## src/rtl/seg_scan_ctrl.sv

```systemverilog
`default_nettype none
// ============================================================================
// Module   : seg_scan_ctrl
// Function : Time-multiplexed scan controller for common-anode 7-segment
//            digits. Walks the digit strobes through GUARD/DISPLAY slots,
//            drives the digit code and brightness gate to the shared decoder,
//            and double-buffers digit values so a frame never tears.
// Revision : 1.0 - initial release
// ============================================================================
module seg_scan_ctrl #(
  parameter int NUM_DIGITS  = 4,
  parameter int DIGIT_TICKS = 1000,
  parameter int GUARD_TICKS = 8,
  parameter int PWM_BITS    = 4
) (
  input  logic                    clk_i,
  input  logic                    rst_ni,
  input  logic                    en_i,
  input  logic [PWM_BITS-1:0]     bright_i,
  input  logic                    load_valid_i,
  output logic                    load_ready_o,
  input  logic [4*NUM_DIGITS-1:0] load_data_i,
  output logic [3:0]              out_o,
  output logic                    pwm_act_o,
  output logic [NUM_DIGITS-1:0]   an_o,
  output logic                    frame_done_o
);

  localparam int TICK_MAX = (DIGIT_TICKS > GUARD_TICKS) ? DIGIT_TICKS : GUARD_TICKS;
  localparam int TW       = (TICK_MAX > 1) ? $clog2(TICK_MAX) : 1;
  localparam int IW       = (NUM_DIGITS > 1) ? $clog2(NUM_DIGITS) : 1;
  localparam int DW       = 4 * NUM_DIGITS;

  typedef enum logic [1:0] {
    S_IDLE  = 2'd0,
    S_GUARD = 2'd1,
    S_DISP  = 2'd2
  } state_e;

  state_e              state_q, state_d;
  logic [IW-1:0]       idx_q, idx_d;
  logic [TW-1:0]       tick_q, tick_d;
  logic [PWM_BITS-1:0] pwm_q, pwm_d;
  logic [PWM_BITS-1:0] bright_q, bright_d;
  logic [DW-1:0]       active_q, active_d;
  logic [DW-1:0]       pending_q, pending_d;
  logic                pend_flag_q, pend_flag_d;
  logic                wrap;
  logic                xfer;
  logic                commit;

  // Output registers are loaded from next-state values so they line up
  // with the state they describe.
  logic [3:0]            out_q, out_d;
  logic                  pwm_act_q, pwm_act_d;
  logic [NUM_DIGITS-1:0] an_q, an_d;
  logic                  frame_done_q, frame_done_d;
  logic                  load_ready_q, load_ready_d;

  // Scan sequencer: slot timing, digit index and PWM phase.
  always_comb begin
    state_d  = state_q;
    idx_d    = idx_q;
    tick_d   = tick_q;
    pwm_d    = pwm_q;
    bright_d = bright_q;
    wrap     = 1'b0;
    if (!en_i) begin
      state_d = S_IDLE;
      idx_d   = '0;
      tick_d  = '0;
      pwm_d   = '0;
    end else begin
      case (state_q)
        S_IDLE: begin
          state_d = S_GUARD;
          idx_d   = '0;
          tick_d  = '0;
        end
        S_GUARD: begin
          if (tick_q == TW'(GUARD_TICKS - 1)) begin
            state_d  = S_DISP;
            tick_d   = '0;
            pwm_d    = '0;
            bright_d = bright_i;
          end else begin
            tick_d = tick_q + TW'(1);
          end
        end
        S_DISP: begin
          pwm_d = pwm_q + PWM_BITS'(1);
          if (tick_q == TW'(DIGIT_TICKS - 1)) begin
            state_d = S_GUARD;
            tick_d  = '0;
            if (idx_q == IW'(NUM_DIGITS - 1)) begin
              idx_d = '0;
              wrap  = 1'b1;
            end else begin
              idx_d = idx_q + IW'(1);
            end
          end else begin
            tick_d = tick_q + TW'(1);
          end
        end
        default: begin
          state_d = S_IDLE;
          idx_d   = '0;
          tick_d  = '0;
          pwm_d   = '0;
        end
      endcase
    end
  end

  // Load buffer: accept into pending, promote to active only at a frame
  // wrap (or straight away while idle, where nothing is on display).
  always_comb begin
    xfer        = load_valid_i & load_ready_q;
    commit      = pend_flag_q & (wrap | (state_q == S_IDLE));
    active_d    = commit ? pending_q : active_q;
    pending_d   = xfer ? load_data_i : pending_q;
    pend_flag_d = pend_flag_q;
    if (commit) pend_flag_d = 1'b0;
    if (xfer)   pend_flag_d = 1'b1;
    load_ready_d = ~pend_flag_d;
  end

  // Decoder-facing outputs derived from the upcoming state.
  always_comb begin
    out_d        = 4'hF;
    an_d         = '1;
    pwm_act_d    = 1'b0;
    frame_done_d = wrap;
    if (state_d != S_IDLE) begin
      out_d = active_d[{idx_d, 2'b00} +: 4];
    end
    if (state_d == S_DISP) begin
      an_d      = ~(NUM_DIGITS'(1) << idx_d);
      pwm_act_d = (pwm_d < bright_d);
    end
  end

  // State, buffer and output registers; reset blanks immediately.
  always_ff @(posedge clk_i or negedge rst_ni) begin
    if (!rst_ni) begin
      state_q      <= S_IDLE;
      idx_q        <= '0;
      tick_q       <= '0;
      pwm_q        <= '0;
      bright_q     <= '0;
      active_q     <= '1;
      pending_q    <= '1;
      pend_flag_q  <= 1'b0;
      out_q        <= 4'hF;
      pwm_act_q    <= 1'b0;
      an_q         <= '1;
      frame_done_q <= 1'b0;
      load_ready_q <= 1'b1;
    end else begin
      state_q      <= state_d;
      idx_q        <= idx_d;
      tick_q       <= tick_d;
      pwm_q        <= pwm_d;
      bright_q     <= bright_d;
      active_q     <= active_d;
      pending_q    <= pending_d;
      pend_flag_q  <= pend_flag_d;
      out_q        <= out_d;
      pwm_act_q    <= pwm_act_d;
      an_q         <= an_d;
      frame_done_q <= frame_done_d;
      load_ready_q <= load_ready_d;
    end
  end

  assign out_o        = out_q;
  assign pwm_act_o    = pwm_act_q;
  assign an_o         = an_q;
  assign frame_done_o = frame_done_q;
  assign load_ready_o = load_ready_q;

endmodule
`default_nettype wire
```

## config.mk

```make
export PLATFORM = sky130hd
export DESIGN_NAME = seg_scan_ctrl
export DESIGN_NICKNAME = d
export VERILOG_FILES = /design/src/rtl/seg_scan_ctrl.sv
export SDC_FILE = /design/constraint.sdc
export NUM_CORES = 1
export LEC_CHECK = 0
export ABC_CLOCK_PERIOD_IN_PS = 5050
export BUFFER_PORTS_ARGS = -buffer_cell sky130_fd_sc_hd__buf_2
export CAP_MARGIN = 5
export CORE_MARGIN = 5
export CORE_UTILIZATION = 50
export DETAILED_ROUTE_END_ITERATION = 7
export PLACE_DENSITY = 0.7
export SLEW_MARGIN = 0
export SYNTH_ARGS = -nofsm -noshare
export SYNTH_HDL_FRONTEND = slang
export SYNTH_SLANG_ARGS = --single-unit
```

## constraint.sdc

```tcl
create_clock -name clk_i -period 5.05 [get_ports clk_i]
set_clock_uncertainty 0.05 [all_clocks]
set_input_delay 0.505 -clock clk_i [delete_from_list [all_inputs] [get_ports clk_i]]
set_output_delay 0.505 -clock clk_i [all_outputs]
set_load 0.1 [all_outputs]
```

=== Word-level counts from Yosys, hierarchy flattened ===
Index checks and enable logic that the tools add are counted.

* Bits in registers: 66
* Bits of input ports: 24
* Output and inout port bits: 11
* Logic and storage cells: 60

* Add/subtract/negate cells: 3
* $lt $le $gt $ge: 1
* Equality and inequality tests: 6
* Shift operators: 2
* Mux-type cells: 28
* Bitwise operators: 5
* Reduce and logical (&&, ||, !) cells: 2

{| class="wikitable"
|+ Operator list
! operator !! number
|-
| 2-to-1 mux 10 bit || 3
|-
| 2-to-1 mux 4 bit || 7
|-
| case mux 10 bit (2 select lines) || 1
|-
| 2-to-1 mux 16 bit || 1
|-
| indexed part select 16 x 5 -> 4 bit || 1
|-
| 2-to-1 mux 2 bit || 6
|-
| case mux 4 bit (3 select lines) || 1
|-
| adder 10 x 1 -> 10 bit, second input constant || 1
|-
| equality test 10 bit, second input constant || 1
|-
| equality test 10 x 3 -> 1 bit, second input constant || 1
|-
| 2-to-1 mux 1 bit || 7
|-
| equality test 2 bit, second input constant || 3
|-
| case mux 2 bit (3 select lines) || 1
|-
| adder 4 x 1 -> 4 bit, second input constant || 1
|-
| less-than comparator 4 bit || 1
|-
| NOT 4 bit || 1
|-
| case mux 2 bit (2 select lines) || 1
|-
| left shift 1 x 2 -> 4 bit, first input constant || 1
|-
| adder 2 x 1 -> 2 bit, second input constant || 1
|-
| AND 1 bit || 2
|-
| equality test 2 x 1 -> 1 bit, second input constant || 1
|-
| logical NOT 2 bit || 1
|-
| nonzero test 2 bit || 1
|-
| NOT 1 bit || 1
|-
| OR 1 bit || 1
|}

=== Depth between registers and ports, before layout ===
* Word-level depth: 10
* Mapped depth: 12
* Gate-level depth less buffers: 11

=== Least setup slack after synthesis ===
Ideal clock, no wire load.

* Kind: register to register
* Start point: register state_q[1]
* End point: register pwm_act_q, in the netlist pwm_act_o
* Library setup time: 0.088 ns
* Arrival: 2.349 ns
* Data required time: 4.912 ns
* Path slack: 2.563 ns
* Cell stages (with the launch flop): 12
* Path buffers: 1
* Clock period less this slack: 2.487 ns
* Path through: dfrtp_1 inv_1 ha_1 clkbuf_1 nand2_1 nor4_4 mux2i_1 ha_1 o21a_1 o21ai_0 a31oi_1 nor3b_1

* Longest elaborated chain between the ends: 5
* Elaborated cells on any way between the ends: 14
* Classes of those cells: order compare (1); eq/ne (3); mux (9); reduce/logical (1)

{| class="wikitable"
|+ Ends and longest elaborated chain
! item !! line !! source
|-
| start: declaration || 40 || <nowiki>state_e state_q, state_d;</nowiki>
|-
| start signal: assignment || 160 || <nowiki>state_q <= state_d;</nowiki>
|-
| equality test 2 bit (tied with other cells) || 74 || <nowiki>case (state_q)</nowiki>
|-
| case mux 4 bit (3 select lines) (tied with other cells) || 74 ||
|-
| 2-to-1 mux 4 bit or 2-to-1 mux 2 bit (tied branches) || 68 || <nowiki>if (!en_i) begin</nowiki>
|-
| less-than comparator 4 bit or equality test 2 bit (tied branches) || 139, 137 ||
|-
| 2-to-1 mux 1 bit (*) || 137 || <nowiki>if (state_d == S_DISP) begin</nowiki>
|-
| via pwm_act_d || 55 || <nowiki>logic pwm_act_q, pwm_act_d;</nowiki>
|-
| end signal: assignment || 169 || <nowiki>pwm_act_q <= pwm_act_d;</nowiki>
|-
| end: declaration || 55 ||
|}

Mark *: on every way through the listed nets, which the timed path passes. The rest lies on a longest branch.
A chain may end at the register's enable or synchronous reset.

=== Final worst setup path ===
* Start point: register state_q[0]
* End point: register out_q[3], in the netlist out_o[3]

* Longest elaborated chain between the ends: 8
* Elaborated cells on any way between the ends: 17
* Classes of those cells: eq/ne (2); shift (1); mux (10); bitwise (2); reduce/logical (2)

{| class="wikitable"
|+ Ends and longest elaborated chain
! item !! line !! source
|-
| equality test 2 bit || 74 ||
|-
| 2-to-1 mux 1 bit || 74 ||
|-
| 2-to-1 mux 1 bit || 68 ||
|-
| OR 1 bit || 119 || <nowiki>commit = pend_flag_q & (wrap | (state_q == S_IDLE));</nowiki>
|-
| AND 1 bit || 119 ||
|-
| 2-to-1 mux 16 bit || 120 || <nowiki>active_d = commit ? pending_q : active_q;</nowiki>
|-
| indexed part select 16 x 5 -> 4 bit || 135 || <nowiki>out_d = active_d[{idx_d, 2'b00} +: 4];</nowiki>
|-
| 2-to-1 mux 4 bit (*) || 134 || <nowiki>if (state_d != S_IDLE) begin</nowiki>
|-
| via out_d[3] || 54 || <nowiki>logic [3:0] out_q, out_d;</nowiki>
|-
| end signal: assignment || 168 || <nowiki>out_q <= out_d;</nowiki>
|-
| end: declaration || 54 ||
|}

Marked as above.

==> results.sh <==
export IMPL_netlist_instances=259
export IMPL_crit_chain="inv_1, ha_1, nand3_1, o41a_1, mux4_1, a211o_1"
export IMPL_cts_made_buffers=9
export IMPL_die_w_um=90.24
export IMPL_max_slew_margin_pct=24.20
export IMPL_final_common_cell="dfstp_2"
export IMPL_die_area_mm2=0.008143
export IMPL_nets=329
export IMPL_power_density_mw_per_mm2=423.9
export IMPL_reg2reg_from="state_q[0]"
export IMPL_post_dp_hpwl_um=4154
export IMPL_clock_fmax_ghz=0.3335
export IMPL_synth_seq_cells=66
export IMPL_ios=35
export IMPL_io_buffers=34
export IMPL_antennaDiodeCount=0
export IMPL_cts_tree="built"
export IMPL_routedWlPerCell_um=15.68
export IMPL_initial_core_util_pct=50.99
export IMPL_cts_root_buf="clkbuf_8"
export IMPL_slew_violations=0
export IMPL_drc=0
export IMPL_cp_required_ps=5280
export IMPL_dr_pass1_iters=4
export IMPL_cts_resized=0
export IMPL_grt_start_max_net_pins=67
export IMPL_antenna_found_initial=0
export IMPL_grt_pass1_vias=2062
export IMPL_syn_nets=293
export IMPL_yosysUniqueCellTypes=50
export IMPL_setup_violations=0
export IMPL_cp_slowest_cell="o41a_1"
export IMPL_outcome="completed"
export IMPL_worstMarginPinSlew_ps=1137
export IMPL_ir_drop_uv=259.1
export IMPL_rsz0062_at_grt="false"
export IMPL_cts_sinks=66
export IMPL_place_ws_ps=2030
export IMPL_yosysSeqAreaShare_pct=52.90
export IMPL_ys_flop_type="dfstp_2"
export IMPL_timing_rr_end="out_o[3]"
export IMPL_fin_crit_ps=2999
export IMPL_post_cts_setup_buffer_count=0
export IMPL_overflow=0
export IMPL_syn_cell_area_mm2=0.003219
export IMPL_path_class="flop to flop"
export IMPL_ys_warnings_count=0
export IMPL_finalHoldViolCount=0
export IMPL_layout_common_cells="dfstp_2 (41), buf_2 (34), mux2_2 (27), dfrtp_1 (25), inv_1 (20)"
export IMPL_arrival_ps=3230
export IMPL_p_leak_nw=1.585
export IMPL_synth_edff_count=0
export IMPL_rows=29
export IMPL_grt_usage_pct=15.46
export IMPL_hold_path_class="input pin to asynchronous set/reset pin"
export IMPL_cp_start_kind="flop"
export IMPL_design_core_area_mm2=0.006314
export IMPL_drtIter0Drc=136
export IMPL_clockBufferDepth=2
export IMPL_die_height_um=90.24
export IMPL_end_kind="flop"
export IMPL_hold_buffers=0
export IMPL_fin_ws_ps=2051
export IMPL_max_stage_delay_ps=910
export IMPL_clk_pin_slew_ps=70
export IMPL_path_max_fanout=20
export IMPL_vias=2059
export IMPL_viasPerCell=5.462
export IMPL_routed_wl_um=5912
export IMPL_reg2reg_depth=6
export IMPL_final_setup_tns_ps=0
export IMPL_insertion_delay_ps=350
export IMPL_htreeDepth=3
export IMPL_fin_crit_sh_pct=59.38
export IMPL_dpl_cell_count=361
export IMPL_syn_to_final_growth_pct=12.86
export IMPL_antenna_left=0
export IMPL_drive_above_1_share_pct=43.00
export IMPL_fin_cells=377
export IMPL_maxCapViolations=0
export IMPL_syn_area_per_cell_um2=12.43
export IMPL_r2r_slack_ps=2050
export IMPL_synthArstFlopShare_pct=100.0
export IMPL_grt_pass1_wl_um=10130
export IMPL_place_gp_congestion=0.8217
## power by group
part | switching [mW] | internal, mW | leakage, nW
Clock | 0.213 | 0.242 | 0.107
Sequential | 0.0501 | 0.712 | 0.777
Combinational | 0.188 | 0.136 | 0.701
## worst max-delay path, delay by kind of cell, from the launching register on
kind | cells | cell delay, ps
muxes | 1 | 670
buffers and inverters | 1 | 80
AOI/OAI and AO/OA | 2 | 1210
and+or+nand+nor | 1 | 160
adders and majority gates | 1 | 380
DFF | 1 | 390
## stage by stage
step | total power, mW | instance area, um2 | util [%] | hold WS (ps)
final | 1.540 | 3633 | 57.55 | 265.7
after global routing | 1.614 | 3633 | 57.55 | 318.3
after CTS | 1.554 | 3633 | 57.55 | 305.6
after detailed placement | 1.098 | 3435 | 54.40 | 430.6
after global placement | 1.081 | 3435 | 54.40 | 418.1
after floorplan | 1.021 | 3219 | - | 159.4
## flip-flops by register name, summed over array words and instances, names as in the netlist
name and count:
bright_q 4, state_q 2, pending_q 16, pend_flag_q 1, an_o 4, frame_done_o 1
idx_q 2, pwm_q 4, pwm_act_o 1, load_ready_o 1, active_q 16, tick_q 10
out_o 4
## layout make-up
class,count,area (um2)
Tap cell,77,96.34
Clock inverter,6,61.31
Inverter,20,75.07
Clock buffer,10,137.6
Fill cell,557,2680
Timing Repair Buffer,35,177.7
Sequential cell,66,1703
Multi-Input combinational cell,163,1383
## metal layers
layer  up-vias  part of all wire, %  track usage (%)
met2        31                   46            22.62
li1       1008                    -                -
met1      1009                   48            21.47
met5         -                    0                0
met4         0                  2.1            7.816
met3        11                  3.3            3.589
## cell families after synthesis
| group | synth area share (%) |
|---|---|
| AOI/OAI and AO/OA | 9.599 |
| xor gates and xnor gates | 2.177 |
| adders and majority gates | 3.887 |
| buffers and inverters | 4.159 |
| DFF | 52.90 |
| muxes | 15.78 |
| and+or+nand+nor | 11.50 |
## worst max-delay path by stage
| stage | slack [ps] | startpoint | endpoint |
|---|---|---|---|
| floorplan | 2560 | state_q[1] | pwm_act_o |
| global placement | 2100 | state_q[0] | out_o[3] |
| detailed placement | 2030 | state_q[0] | out_o[3] |
| CTS | 2020 | state_q[0] | out_o[3] |
| global route | 1850 | state_q[0] | out_o[3] |
| finish | 2050 | state_q[0] | out_o[3] |
## cells in the mapped netlist, types with 3 or more instances
cell type	count	area [um2]
a211o_1	4	35.03
a211oi_1	3	22.52
a21oi_1	3	15.01
a31oi_1	4	25.02
and3_1	3	18.77
clkbuf_1	5	18.77
dfrtp_1	25	625.6
dfstp_2	41	1077
ha_1	10	125.1
inv_1	20	75.07
mux2_2	27	304.0
mux2i_1	11	110.1
mux4_2	3	67.56
nand2_1	10	37.54
nand3_1	10	50.05
nand3b_1	4	30.03
nand4_1	3	18.77
nor2_1	18	67.56
o21a_1	3	22.52
o21ai_0	6	30.03
o32ai_1	4	35.03
xnor2_1	5	43.79
xor2_1	3	26.28
Note: power is estimated with default switching activity, not from simulation.
